<file path="config.mk">
export PLATFORM = sky130hd
export DESIGN_NAME = mips_mc_controller
export DESIGN_NICKNAME = d
export VERILOG_FILES = /design/src/rtl/mips_mc_pkg.sv /design/src/rtl/mips_aludec.sv /design/src/rtl/mips_mc_controller.sv
export SDC_FILE = /design/constraint.sdc
export NUM_CORES = 1
export LEC_CHECK = 0
export ABC_CLOCK_PERIOD_IN_PS = 3600
export CORE_MARGIN = 2
export CORE_UTILIZATION = 43
export DETAILED_ROUTE_END_ITERATION = 10
export PLACE_DENSITY = 0.83
export SLEW_MARGIN = 10
export SYNTH_ARGS = -nofsm -noshare
export SYNTH_HDL_FRONTEND = slang
export SYNTH_SLANG_ARGS = --single-unit
</file>
<file path="constraint.sdc">
create_clock -name clk_i -period 3.6 [get_ports clk_i]
set_input_delay 0.9 -clock clk_i [delete_from_list [all_inputs] [get_ports clk_i]]
set_output_delay 0.9 -clock clk_i [all_outputs]
set_load 0.005 [all_outputs]
</file>
<file path="src/rtl/mips_mc_pkg.sv">
// Shared encodings for the multi-cycle MIPS controller: FSM states, opcodes,
// R-type functs, ALU operations and fault codes.
package mips_mc_pkg;

    localparam logic [3:0] StBoot   = 4'd0;
    localparam logic [3:0] StFetch  = 4'd1;
    localparam logic [3:0] StDecode = 4'd2;
    localparam logic [3:0] StMemAdr = 4'd3;
    localparam logic [3:0] StMemRd  = 4'd4;
    localparam logic [3:0] StMemWb  = 4'd5;
    localparam logic [3:0] StMemWr  = 4'd6;
    localparam logic [3:0] StExec   = 4'd7;
    localparam logic [3:0] StAluWb  = 4'd8;
    localparam logic [3:0] StBranch = 4'd9;
    localparam logic [3:0] StImmEx  = 4'd10;
    localparam logic [3:0] StImmWb  = 4'd11;
    localparam logic [3:0] StJump   = 4'd12;
    localparam logic [3:0] StFault  = 4'd13;

    localparam logic [5:0] OpRtype = 6'b000000;
    localparam logic [5:0] OpJ     = 6'b000010;
    localparam logic [5:0] OpBeq   = 6'b000100;
    localparam logic [5:0] OpBne   = 6'b000101;
    localparam logic [5:0] OpAddi  = 6'b001000;
    localparam logic [5:0] OpAndi  = 6'b001100;
    localparam logic [5:0] OpOri   = 6'b001101;
    localparam logic [5:0] OpLw    = 6'b100011;
    localparam logic [5:0] OpSw    = 6'b101011;

    localparam logic [5:0] FnAdd = 6'b100000;
    localparam logic [5:0] FnSub = 6'b100010;
    localparam logic [5:0] FnAnd = 6'b100100;
    localparam logic [5:0] FnOr  = 6'b100101;
    localparam logic [5:0] FnSlt = 6'b101010;

    localparam logic [2:0] AluAdd = 3'b010;
    localparam logic [2:0] AluSub = 3'b110;
    localparam logic [2:0] AluAnd = 3'b000;
    localparam logic [2:0] AluOr  = 3'b001;
    localparam logic [2:0] AluSlt = 3'b111;

    localparam logic [1:0] FaultNone    = 2'b00;
    localparam logic [1:0] FaultIllegal = 2'b01;
    localparam logic [1:0] FaultTimeout = 2'b10;

    // Which source drives the ALU operation in the current state.
    typedef enum logic [1:0] {
        AluClsAdd,
        AluClsFunct,
        AluClsImm,
        AluClsSub
    } alu_cls_e;

endpackage

</file>
<file path="src/rtl/mips_aludec.sv">
// ALU decoder: maps op/funct and the state's ALU class to alucontrol and
// zeroext, and flags whether the R-type funct is one we implement.
module mips_aludec
    import mips_mc_pkg::*;
(
    input  logic [5:0] op_i,
    input  logic [5:0] funct_i,
    input  alu_cls_e   cls_i,
    output logic [2:0] alucontrol_o,
    output logic       zeroext_o,
    output logic       funct_legal_o
);

    logic [2:0] funct_alu;
    logic [2:0] imm_alu;
    logic       imm_zext;

    always_comb begin
        funct_legal_o = 1'b1;
        funct_alu     = AluAdd;
        case (funct_i)
            FnAdd:   funct_alu = AluAdd;
            FnSub:   funct_alu = AluSub;
            FnAnd:   funct_alu = AluAnd;
            FnOr:    funct_alu = AluOr;
            FnSlt:   funct_alu = AluSlt;
            default: funct_legal_o = 1'b0;
        endcase
    end

    always_comb begin
        imm_alu  = AluAdd;
        imm_zext = 1'b0;
        case (op_i)
            OpAndi: begin
                imm_alu  = AluAnd;
                imm_zext = 1'b1;
            end
            OpOri: begin
                imm_alu  = AluOr;
                imm_zext = 1'b1;
            end
            default: ;
        endcase
    end

    always_comb begin
        alucontrol_o = AluAdd;
        zeroext_o    = 1'b0;
        case (cls_i)
            AluClsFunct: alucontrol_o = funct_alu;
            AluClsSub:   alucontrol_o = AluSub;
            AluClsImm: begin
                alucontrol_o = imm_alu;
                zeroext_o    = imm_zext;
            end
            default: ;
        endcase
    end

endmodule

</file>
<file path="src/rtl/mips_mc_controller.sv">
// Multi-cycle MIPS control FSM with req/ready memory handshake, illegal
// instruction detection and an optional memory-wait watchdog.
module mips_mc_controller
    import mips_mc_pkg::*;
#(
    parameter bit          EXT_OPS        = 1'b1,
    parameter int unsigned TIMEOUT_CYCLES = 0
) (
    input  logic       clk_i,
    input  logic       rst_ni,
    input  logic [5:0] op_i,
    input  logic [5:0] funct_i,
    input  logic       zero_i,
    input  logic       mem_ready_i,
    output logic       mem_req_o,
    output logic       memwrite_o,
    output logic       iord_o,
    output logic       irwrite_o,
    output logic       pcen_o,
    output logic       regwrite_o,
    output logic       regdst_o,
    output logic       memtoreg_o,
    output logic       alusrca_o,
    output logic [1:0] alusrcb_o,
    output logic       zeroext_o,
    output logic [1:0] pcsrc_o,
    output logic [2:0] alucontrol_o,
    output logic       fault_o,
    output logic [1:0] fault_code_o
);

    localparam int unsigned CntW = (TIMEOUT_CYCLES > 0) ? $clog2(TIMEOUT_CYCLES + 1) : 1;
    // Count value on the wait cycle that would make the total reach the limit.
    localparam logic [CntW-1:0] CntLast = CntW'(TIMEOUT_CYCLES - 1);

    logic [3:0]      state_q, state_d;
    logic [CntW-1:0] cnt_q, cnt_d;
    logic [1:0]      fault_code_q, fault_code_d;
    logic [3:0]      decode_next;
    logic            funct_legal;
    logic            mem_state;
    logic            timeout;
    alu_cls_e        alu_cls;

    mips_aludec u_aludec (
        .op_i          (op_i),
        .funct_i       (funct_i),
        .cls_i         (alu_cls),
        .alucontrol_o  (alucontrol_o),
        .zeroext_o     (zeroext_o),
        .funct_legal_o (funct_legal)
    );

    always_comb begin
        decode_next = StFault;
        case (op_i)
            OpLw, OpSw:    decode_next = StMemAdr;
            OpRtype:       decode_next = funct_legal ? StExec : StFault;
            OpBeq:         decode_next = StBranch;
            OpBne:         decode_next = EXT_OPS ? StBranch : StFault;
            OpAddi:        decode_next = StImmEx;
            OpAndi, OpOri: decode_next = EXT_OPS ? StImmEx : StFault;
            OpJ:           decode_next = StJump;
            default:       decode_next = StFault;
        endcase
    end

    assign mem_state = (state_q == StFetch) || (state_q == StMemRd) || (state_q == StMemWr);
    // A ready on the limiting cycle completes the access instead of faulting.
    assign timeout = (TIMEOUT_CYCLES != 0) && mem_state && !mem_ready_i && (cnt_q == CntLast);

    always_comb begin
        state_d      = state_q;
        fault_code_d = fault_code_q;
        cnt_d        = '0;
        if (mem_state && !mem_ready_i) begin
            cnt_d = cnt_q + 1'b1;
        end
        case (state_q)
            StBoot:   state_d = StFetch;
            StFetch:  if (mem_ready_i) state_d = StDecode;
            StDecode: begin
                state_d = decode_next;
                if (decode_next == StFault) begin
                    fault_code_d = FaultIllegal;
                end
            end
            StMemAdr: state_d = (op_i == OpLw) ? StMemRd : StMemWr;
            StMemRd:  if (mem_ready_i) state_d = StMemWb;
            StMemWb:  state_d = StFetch;
            StMemWr:  if (mem_ready_i) state_d = StFetch;
            StExec:   state_d = StAluWb;
            StAluWb:  state_d = StFetch;
            StBranch: state_d = StFetch;
            StImmEx:  state_d = StImmWb;
            StImmWb:  state_d = StFetch;
            StJump:   state_d = StFetch;
            StFault:  state_d = StFault;
            default:  state_d = StBoot;
        endcase
        if (timeout) begin
            state_d      = StFault;
            fault_code_d = FaultTimeout;
        end
    end

    always_ff @(posedge clk_i or negedge rst_ni) begin
        if (!rst_ni) begin
            state_q      <= StBoot;
            cnt_q        <= '0;
            fault_code_q <= FaultNone;
        end else begin
            state_q      <= state_d;
            cnt_q        <= cnt_d;
            fault_code_q <= fault_code_d;
        end
    end

    always_comb begin
        mem_req_o  = 1'b0;
        memwrite_o = 1'b0;
        iord_o     = 1'b0;
        irwrite_o  = 1'b0;
        pcen_o     = 1'b0;
        regwrite_o = 1'b0;
        regdst_o   = 1'b0;
        memtoreg_o = 1'b0;
        alusrca_o  = 1'b0;
        alusrcb_o  = 2'b00;
        pcsrc_o    = 2'b00;
        alu_cls    = AluClsAdd;
        case (state_q)
            StFetch: begin
                mem_req_o = 1'b1;
                alusrcb_o = 2'b01;
                irwrite_o = mem_ready_i;
                pcen_o    = mem_ready_i;
            end
            StDecode: alusrcb_o = 2'b11;
            StMemAdr: begin
                alusrca_o = 1'b1;
                alusrcb_o = 2'b10;
            end
            StMemRd: begin
                mem_req_o = 1'b1;
                iord_o    = 1'b1;
            end
            StMemWb: begin
                regwrite_o = 1'b1;
                memtoreg_o = 1'b1;
            end
            StMemWr: begin
                mem_req_o  = 1'b1;
                memwrite_o = 1'b1;
                iord_o     = 1'b1;
            end
            StExec: begin
                alusrca_o = 1'b1;
                alu_cls   = AluClsFunct;
            end
            StAluWb: begin
                regwrite_o = 1'b1;
                regdst_o   = 1'b1;
            end
            StBranch: begin
                alusrca_o = 1'b1;
                alu_cls   = AluClsSub;
                pcsrc_o   = 2'b01;
                pcen_o    = (op_i == OpBne) ? ~zero_i : zero_i;
            end
            StImmEx: begin
                alusrca_o = 1'b1;
                alusrcb_o = 2'b10;
                alu_cls   = AluClsImm;
            end
            StImmWb: regwrite_o = 1'b1;
            StJump: begin
                pcsrc_o = 2'b10;
                pcen_o  = 1'b1;
            end
            default: ;
        endcase
    end

    assign fault_o      = (state_q == StFault);
    assign fault_code_o = fault_code_q;

endmodule

</file>
Word-level counts from Yosys, hierarchy flattened
Cells that the tools add are included.

word-level totals
  output and inout port bits = 20
  flip-flop bits (word level) = 5
  word-level logic and storage cells = 77
  bits of input ports = 16

operators by class
  reductions and logical operators = 15
  bitwise gates (word level) = 1
  multiplexer cells = 26
  equality and inequality tests = 33

operators by type and width
  kind                                           count
  == test 6 bit, second input constant           7
  case mux 4 bit (9 select lines)                1
  == test 4 bit, second input constant           7
  case mux 4 bit (5 select lines)                1
  == test 6 x 4 -> 1 bit, second input constant  3
  == test 4 x 3 -> 1 bit, second input constant  4
  two-way mux 4 bit                              4
  == test 6 x 3 -> 1 bit, second input constant  2
  two-way mux 1 bit                              12
  case mux 2 bit (3 select lines)                2
  case mux 3 bit (4 select lines)                1
  OR reduction 2 bit                             5
  case mux 3 bit (3 select lines)                1
  OR reduction 3 bit                             3
  == test 4 x 2 -> 1 bit, second input constant  2
  case mux 2 bit (2 select lines)                2
  == test 6 x 2 -> 1 bit, second input constant  1
  logical NOT 6 bit                              1
  != test 2 bit, second input constant           3
  OR reduction 6 bit                             1
  OR reduction 5 bit                             1
  == test 2 bit, second input constant           2
  == test 4 x 1 -> 1 bit, second input constant  1
  logical NOT 4 bit                              1
  7 further kinds                                7

Depth between registers and ports, before layout
Gate-level depths: netlist (run 1).

  word-level depth = 7
  gate-level depth with buffers = 5
  mapped depth without buffers = 4

Cells and area by module
Synthesis (run 1) repeated with hierarchy kept, for this count alone.

second synthesis, totals
  cells, all modules = 100
  area, all modules = 744.5 sq um

modules (own cells, without submodules)
  module              cells each  seq. area each (sq um)  instances  area each (sq um)
  mips_mc_controller  85          125.1                   1          615.6
  mips_aludec         15          0.0                     1          128.9

Least setup slack after synthesis (run 1)
No wires, ideal clock.

  path kind = input port to output port
  from = input port op_i[1]
  to = output port alucontrol_o[0]
  stages on the path = 3
  data arrival time = 1.610 ns
  slack = 1.090 ns
  cell sequence = nor4b_1 -> and3_1 -> a22o_2

between the ends
  word-level cells in the longest chain between the ends = 3
  elaborated cells between the ends (all ways) = 4

ends and longest elaborated chain
  element                            line                      RTL
  start: declaration                 mips_mc_controller.sv:11  input logic [5:0] op_i,
  == test 6 x 4 -> 1 bit             mips_aludec.sv:34         case (op_i)
  case mux 2 bit (2 select lines) *  mips_aludec.sv:34
  case mux 3 bit (3 select lines) *  mips_aludec.sv:50         case (cls_i)
  end: declaration                   mips_mc_controller.sv:27  output logic [2:0] alucontrol_o,

Every way passes the cells marked *; elsewhere a longest branch is shown, timed or not.

Worst setup path in the final report (run 1)
Ends and elaborated chain as after synthesis.

==> results of run 1 <==
[cell families after synthesis]
kind of cell	Yosys count	share of synthesized area
AND/OR/NAND/NOR	45	0.3339
XOR/XNOR	2	0.02398
multiplexers	3	0.04110
other	1	0.005132
AO/OA/AOI/OAI	32	0.3236
flip-flops	5	0.1712
buffers and inverters	15	0.1010
[report_power, final]
part,total (mW),switching (mW),internal [mW]
clock,0.0614,0.0197,0.0417
sequential,0.161,0.0790,0.0818
combinational,0.435,0.184,0.251
[state kept, by name, summed over array words and instances (netlist names)]
signal        cells
state_q           4
fault_code_o      1
[routing by layer]
| layer | vias to the layer above | part of all wire | track usage |
|---|---|---|---|
| met2 | 33 | 0.50 | 0.3914 |
| met4 | 0 | 0 | 0.05294 |
| li1 | 452 | - | - |
| met3 | 0 | 0.070 | 0.008000 |
| met1 | 423 | 0.43 | 0.2966 |
| met5 | - | 0 | 0 |
[metrics by stage]
stage | cells | hold slack [ns] | total power, mW | setup TNS [ns] | instance area, µm²
floorplan | 103 | 0.4602 | 0.3964 | 0 | 730.7
global placement | 149 | 0.4575 | 0.5819 | 0 | 1074
detailed placement | 149 | 0.4766 | 0.5900 | -0.009105 | 1074
CTS | 153 | 0.4907 | 0.6586 | 0 | 1106
global route | 154 | 0.5273 | 0.7249 | -0.03150 | 1127
finish | 154 | 0.4833 | 0.6568 | 0 | 1127
[worst max-delay path, delay by kind of cell]
family                 cells  cell delay, ns
AO/OA/AOI/OAI              1            0.14
buffers and inverters      2            0.97
AND/OR/NAND/NOR            2            0.65
[cells in the mapped netlist (3+ instances only)]
cell,number
nor3_1,4
inv_1,7
nor2_1,15
mux2i_1,3
a21oi_1,8
nor4b_1,3
a21o_1,4
buf_2,5
dfrtp_1,5
nand2_1,8
nand2b_1,3
[cells in the final DEF, fill, tap and decap left out, types with 2 or more instances in the layout]
cell type	synthesis	routed
clkdlybuf4s50_1	0	32
nor2_1	15	15
nand2_1	8	8
a21oi_1	8	8
inv_1	7	7
dfrtp_1	5	5
buf_4	1	5
nor3_1	4	4
a21o_1	4	4
nand2b_1	3	3
mux2i_1	3	3
clkbuf_4	0	3
nand4b_1	2	2
nor3b_1	2	2
a21boi_0	2	2
o21a_1	2	2
nor4b_1	3	2
xor2_1	2	2
dlymetal6s2s_1	0	2
[layout make-up]
class	count	area, µm²
Multi-Input combinational cell	83	546.8
Inverter	7	26.28
Fill cell	117	414.1
Timing Repair Buffer	39	382.9
Clock buffer	4	26.28
Tap cell	16	20.02
Sequential cell	5	125.1
[final timing paths]
| path | startpoint | to | slack [ns] | cells past startpoint |
|---|---|---|---|---|
| setup reg to reg | state_q[1] | state_q[2] | 2.06 | 3 |
| min in group asynchronous | rst_ni | state_q[1] | 0.89 | 1 |
| hold / removal | fault_code_o[0] | fault_code_o[0] | 0.48 | 1 |
| max in group asynchronous | rst_ni | state_q[2] | 2.52 | 1 |
| setup / recovery | op_i[1] | alucontrol_o[0] | 0.04 | 5 |
| hold reg to reg | fault_code_o[0] | fault_code_o[0] | 0.48 | 1 |
[timing repair]
action                     in CTS  in global routing
pin swaps                       0                  1
setup endpoints to repair       1                  1
hold buffers                    0                  0
resized for setup               1                  3
buffers inserted                0                  1
==> results.md, run 1 <==
* Yosys Warn Count at 0
* Sequential cell area fraction in the yosys report at 0.1712
* Wirelength, routed at 2080 µm
* CTS Buf Count at 3
* Cells taking the most area after synthesis: dfrtp_1 17%, nor2_1 7.7%, a21oi_1 5.5%
* Detail Route Antenna Nets at 0
* Synthesized instance count at 103
* Max Fclk at 280.9 MHz
* Synth Register Bits at 5
* Layout cell share with drive strength beyond 1 at 0.08696
* Post-synth top area share at 0.1712
* Crit-path max FO at 3
* CP endpoint kind: output port
* Setup WS pre-CTS at -0.009105 ns
* Leakage power figure at 0.4862 nW
* Drt pass-1 iters at 4
* Die X at 45.22 µm
* H-Tree Depth at 1
* Top_reg_cell synth: dfrtp_1
* Slew Limit Fails at 0
* Slew headroom at 0.6631
* Vias per inst at 5.896
* Grt ovf at 0
* Critical path's largest stage delay at 0.49 ns
* Clock skew at 0.0005229 ns
* Final worst slack at 0.04055 ns
* Worst endpoint required time at 2.70 ns
* Post-synthesis area per instance at 7.094 µm²
* Setup CP Type: input port to output port
* Initial DRC count at 14
* Outcome: finished, final reports clean
* Total number of vias at 908
* Worst path cell trace: clkdlybuf4s50_1 > nor4b_2 > and3_1 > a22o_2 > clkdlybuf4s50_1
* Final period util at 0.9887
* Tot GR Track Use at 0.2218
* Post-Route Utilization at 0.7313
* Port bufs at 34
* Cell Area, Synth at 730.7 µm²
* Initial Util at 0.4740
* Final nets at 155
* Diodes inserted at 0
* Largest net degree at the start of global routing at 17
* Synth unique cells at 44
* Hold Path Class: flip-flop to flip-flop
* Row Count at 14
* Final setup viols at 0
* Critical path launch point type: input port
* Post-route minimum period at 3.559 ns
* Syn nets at 119
* Asr flop ratio synth at 1.000
* Clk sink count at 5
* Vias in the first global route at 813
* Die area at 2045 µm²
* Core area at 1541 µm²
* MaxCap Viol Count at 0
* Clock buffer depth at 2
* Clock latency on the worst-skew pair at 0.23 ns
* DP HPWL at 1573 µm
* Routability cong. at 0.8327
* PwrDens at 582.7 nW/µm²
* Slowest-stage cell, CP: clkdlybuf4s50_1
* Root buf cell: clkbuf_4
* Crit path top cell by count: clkdlybuf4s50_1
* Crit path arrival time at 2.66 ns
* Clock tree from TritonCTS: done
* Worst-margin pin slew at 0.5053 ns
* Die span in y at 45.22 µm
* Post-synth EDFFs at 0
* VDD IR max at 0.0004412 V
* First-pass GRT wire length at 3436 µm
* Clock slew at the register clock pins of the worst setup and hold paths at 0.04 ns
* WL per Instance at 13.51 µm
* Initial antenna violation count at 0
* Final Hold Fails at 0
* Area grow syn2layout at 54.28%
* Ports at 36
* Residual DRC at 0
* Leading area contributor after synthesis: dfrtp_1
(Power assumes the default switching activity.)
==> inputs of run 2 (changes only) <==
Settings changed: ABC_CLOCK_PERIOD_IN_PS 3600 to 3700, CORE_UTILIZATION 43 to 40, HOLD_SLACK_MARGIN from default to 0.15, PLACE_DENSITY 0.83 to 0.78, SLEW_MARGIN 10 to default.
Clock period 3.6 ns to 3.7 ns, I/O delays scaled along.
==> run 2 against run 1 <==
Wire length shrank 3.5%. Global-route usage decreased by 3.6 points. Final area is 0.89% lower. Critical path type unchanged. Die area grew 6.8%. Clock power about the same. Sequential power shrank 4%. Final cell count is 5.2% higher. Setup slack improved by 0.058 ns. Utilization shrank 8.4 points. Clock-buffer cell count stayed put.
==> results.md, run 2 (same netlist as run 1, synthesis figures left out) <==
* Hold WS at 0.4620 ns (-0.02125 ns)
* Post-route minimum period at 3.601 ns
* Fillers at 148 (+26%)
* Residual DRC at 0 (unchanged)
* Outcome: finished, final reports clean
* CTS Buf Count at 3 (unchanged)
* R2R Path Start: state_q[1]
* Crit-path max FO at 3 (unchanged)
* Root buf cell: clkbuf_4
* Leakage power figure at 0.4610 nW (-5.2%)
* Detail Route Antenna Nets at 0 (unchanged)
* FF+latch area at 125.1 µm² (unchanged)
* Crit path top cell by count: clkdlybuf4s50_1
* Tot GR Track Use at 0.1856 (-0.03620)
* Final Hold Fails at 0 (unchanged)
* Power, Total at 635.6 µW (-3.2%)
* Ports at 36 (unchanged)
* Initial Util at 0.4232 (-0.05084)
* Largest net degree at the start of global routing at 17 (unchanged)
* Die span in y at 46.74 µm (+3.4%)
* Post-Route Utilization at 0.6471 (-0.08423)
* VDD IR max at 0.0004442 V (+0.69%)
* CP Depth at 6 (+1)
* Critical path's largest stage delay at 0.51 ns (+0.02 ns)
* Clock slew at the register clock pins of the worst setup and hold paths at 0.04 ns (about the same)
* Die X at 46.74 µm (+3.4%)
* Final nets at 154 (-0.65%)
* Clock latency on the worst-skew pair at 0.24 ns (about the same)
* Post-DP Area at 1085 µm² (+1.0%)
* Core area at 1727 µm² (+12%)
* Max FFs per register at 4 (unchanged)
* Crit path arrival time at 2.68 ns (+0.02 ns)
* Vias in the first global route at 715 (-12%)
* WP buf/inv at 2 (unchanged)
* Worst reg2reg endpoint: state_q[2]
* Port bufs at 34 (unchanged)
* DP HPWL at 1555 µm (-1.2%)
* Worst setup path endpoint: pcen_o
* RSZ-0062 raised after global routing: false
* Fin Setup TNS at 0 ns (unchanged)
* Clk sink count at 5 (unchanged)
* Clock buffer depth at 2 (unchanged)
* Critical path launch point type: input port
* MaxCap Viol Count at 0 (unchanged)
* Slowest-stage cell, CP: clkdlybuf4s50_1
* Post-route cell area at 1117 µm² (-0.89%)
* Path depth of the worst reg2reg path at 3 (unchanged)
* Diodes inserted at 0 (unchanged)
* Row Count at 15 (+1)
* Critical path startpoint: op_i[1]
* Grt ovf at 0 (unchanged)
* CP endpoint kind: output port
* Routability cong. at 0.8457 (+1.6%)
* Area grow syn2layout at 52.91%
* Final setup viols at 0 (unchanged)
* Initial antenna violation count at 0 (unchanged)
* Worst path top cell family by delay: buffers and inverters
* Worst path cell trace: clkdlybuf4s50_1 > nor4_2 > a31o_1 > a21oi_1 > o21bai_1 > clkdlybuf4s50_1
* Hold Path Class: flip-flop to flip-flop
* Wirelength, routed at 2008 µm (-3.5%)
* Most common cell after layout, fill and taps aside: clkdlybuf4s50_1
* Drt pass-1 iters at 4 (unchanged)
* Commonest cells after routing, fill and taps aside: 34 x clkdlybuf4s50_1, 15 x nor2_1, 8 x nand2_1, 8 x a21oi_1, 7 x inv_1
* Max Fclk at 277.7 MHz
* Vias per inst at 5.438 (-7.8%)
* Hold-fix buffers, CTS at 0 (unchanged)
* Layout cell share with drive strength beyond 1 at 0.08029 (-0.006665)
* Clock skew at 0.0004936 ns (-0.00002928 ns)
* Initial DRC count at 19 (+5)
* Total number of vias at 881 (-3.0%)
* Die area at 2185 µm² (+6.8%)
* Worst endpoint required time at 2.77 ns (+0.07 ns)
* Clock tree from TritonCTS: done
* WL per Instance at 12.40 µm (-8.2%)
* Area of the multi-input gates at 538.0 µm² (-1.6%)
* Final period util at 0.9733
* Slew Limit Fails at 0 (unchanged)
* PwrDens at 568.9 nW/µm² (-2.4%)
* Setup CP Type: input port to output port
* Largest reg by FF count: state_q
* H-Tree Depth at 1 (unchanged)
* First-pass GRT wire length at 2987 µm (-13%)
* Setup slack, reg-to-reg at 2.19 ns (+0.13 ns)
-- run 2: cell count changes in the layout (fill, tap and decap cells not counted) --
cell	before	now
nor4_2	0	1
clkdlybuf4s50_1	32	34
buf_4	5	4
dlymetal6s2s_1	2	0
nor4_4	1	0
-- run 2: cell type report --
type	count	area share
Multi-Input combinational cell	83	0.4815
Timing Repair Buffer	38	0.3315
Sequential cell	5	0.1120
Tap cell	25	0.02800
Clock buffer	4	0.02352
Inverter	7	0.02352
-- run 2: how the worst min path moves through the flow --
stage / slack (ns) / startpoint / cells past startpoint / to
2_1_floorplan: 0.46 / fault_code_o[0] / 1 / fault_code_o[0]
3_3_place_gp: 0.46 / fault_code_o[0] / 1 / fault_code_o[0]
3_5_place_dp: 0.46 / fault_code_o[0] / 1 / fault_code_o[0]
4_1_cts: 0.47 / fault_code_o[0] / 1 / fault_code_o[0]
5_1_grt: 0.48 / fault_code_o[0] / 1 / fault_code_o[0]
6_report: 0.46 / fault_code_o[0] / 1 / fault_code_o[0]
-- run 2: per-stage QoR --
step                setup WS, ns  cells
floorplan                  1.140    103
global placement          0.1286    158
detailed placement       0.09537    158
CTS                      0.09964    162
global route           0.0005518    162
finish                   0.09897    162
-- run 2: power breakdown --
group	total [mW]	internal, mW	switching, mW
clock	0.0614	0.0407	0.0208
sequential	0.155	0.0796	0.0757
combinational	0.419	0.244	0.175
total	0.636	0.364	0.272
-- run 2: worst register-to-register path: stages, from the launching register on --
cell and delay (ns):
dfrtp_1 0.64, nand2b_1 0.34, o32ai_1 0.12, a221o_1 0.29
-- run 2: repair_timing --
item,CTS,global route
endpoints found under the setup margin,0,1
gates resized for setup,0,1
buffers inserted,0,0
-- run 2: metal layers --
layer  vias to the layer above  GRT usage  share of wire
met1                       393     0.2423           0.47
met4                         0    0.07778          0.014
li1                        451          -              -
met2                        33     0.3139           0.45
met5                         -          0              0
met3                         4    0.01923          0.073
==> inputs of run 3 (changes only) <==
Settings changed: CTS_CLUSTER_DIAMETER from default to 200.
==> results of run 3 <==
Same layout as run 2: the final DEF is identical, and so are final timing and power.
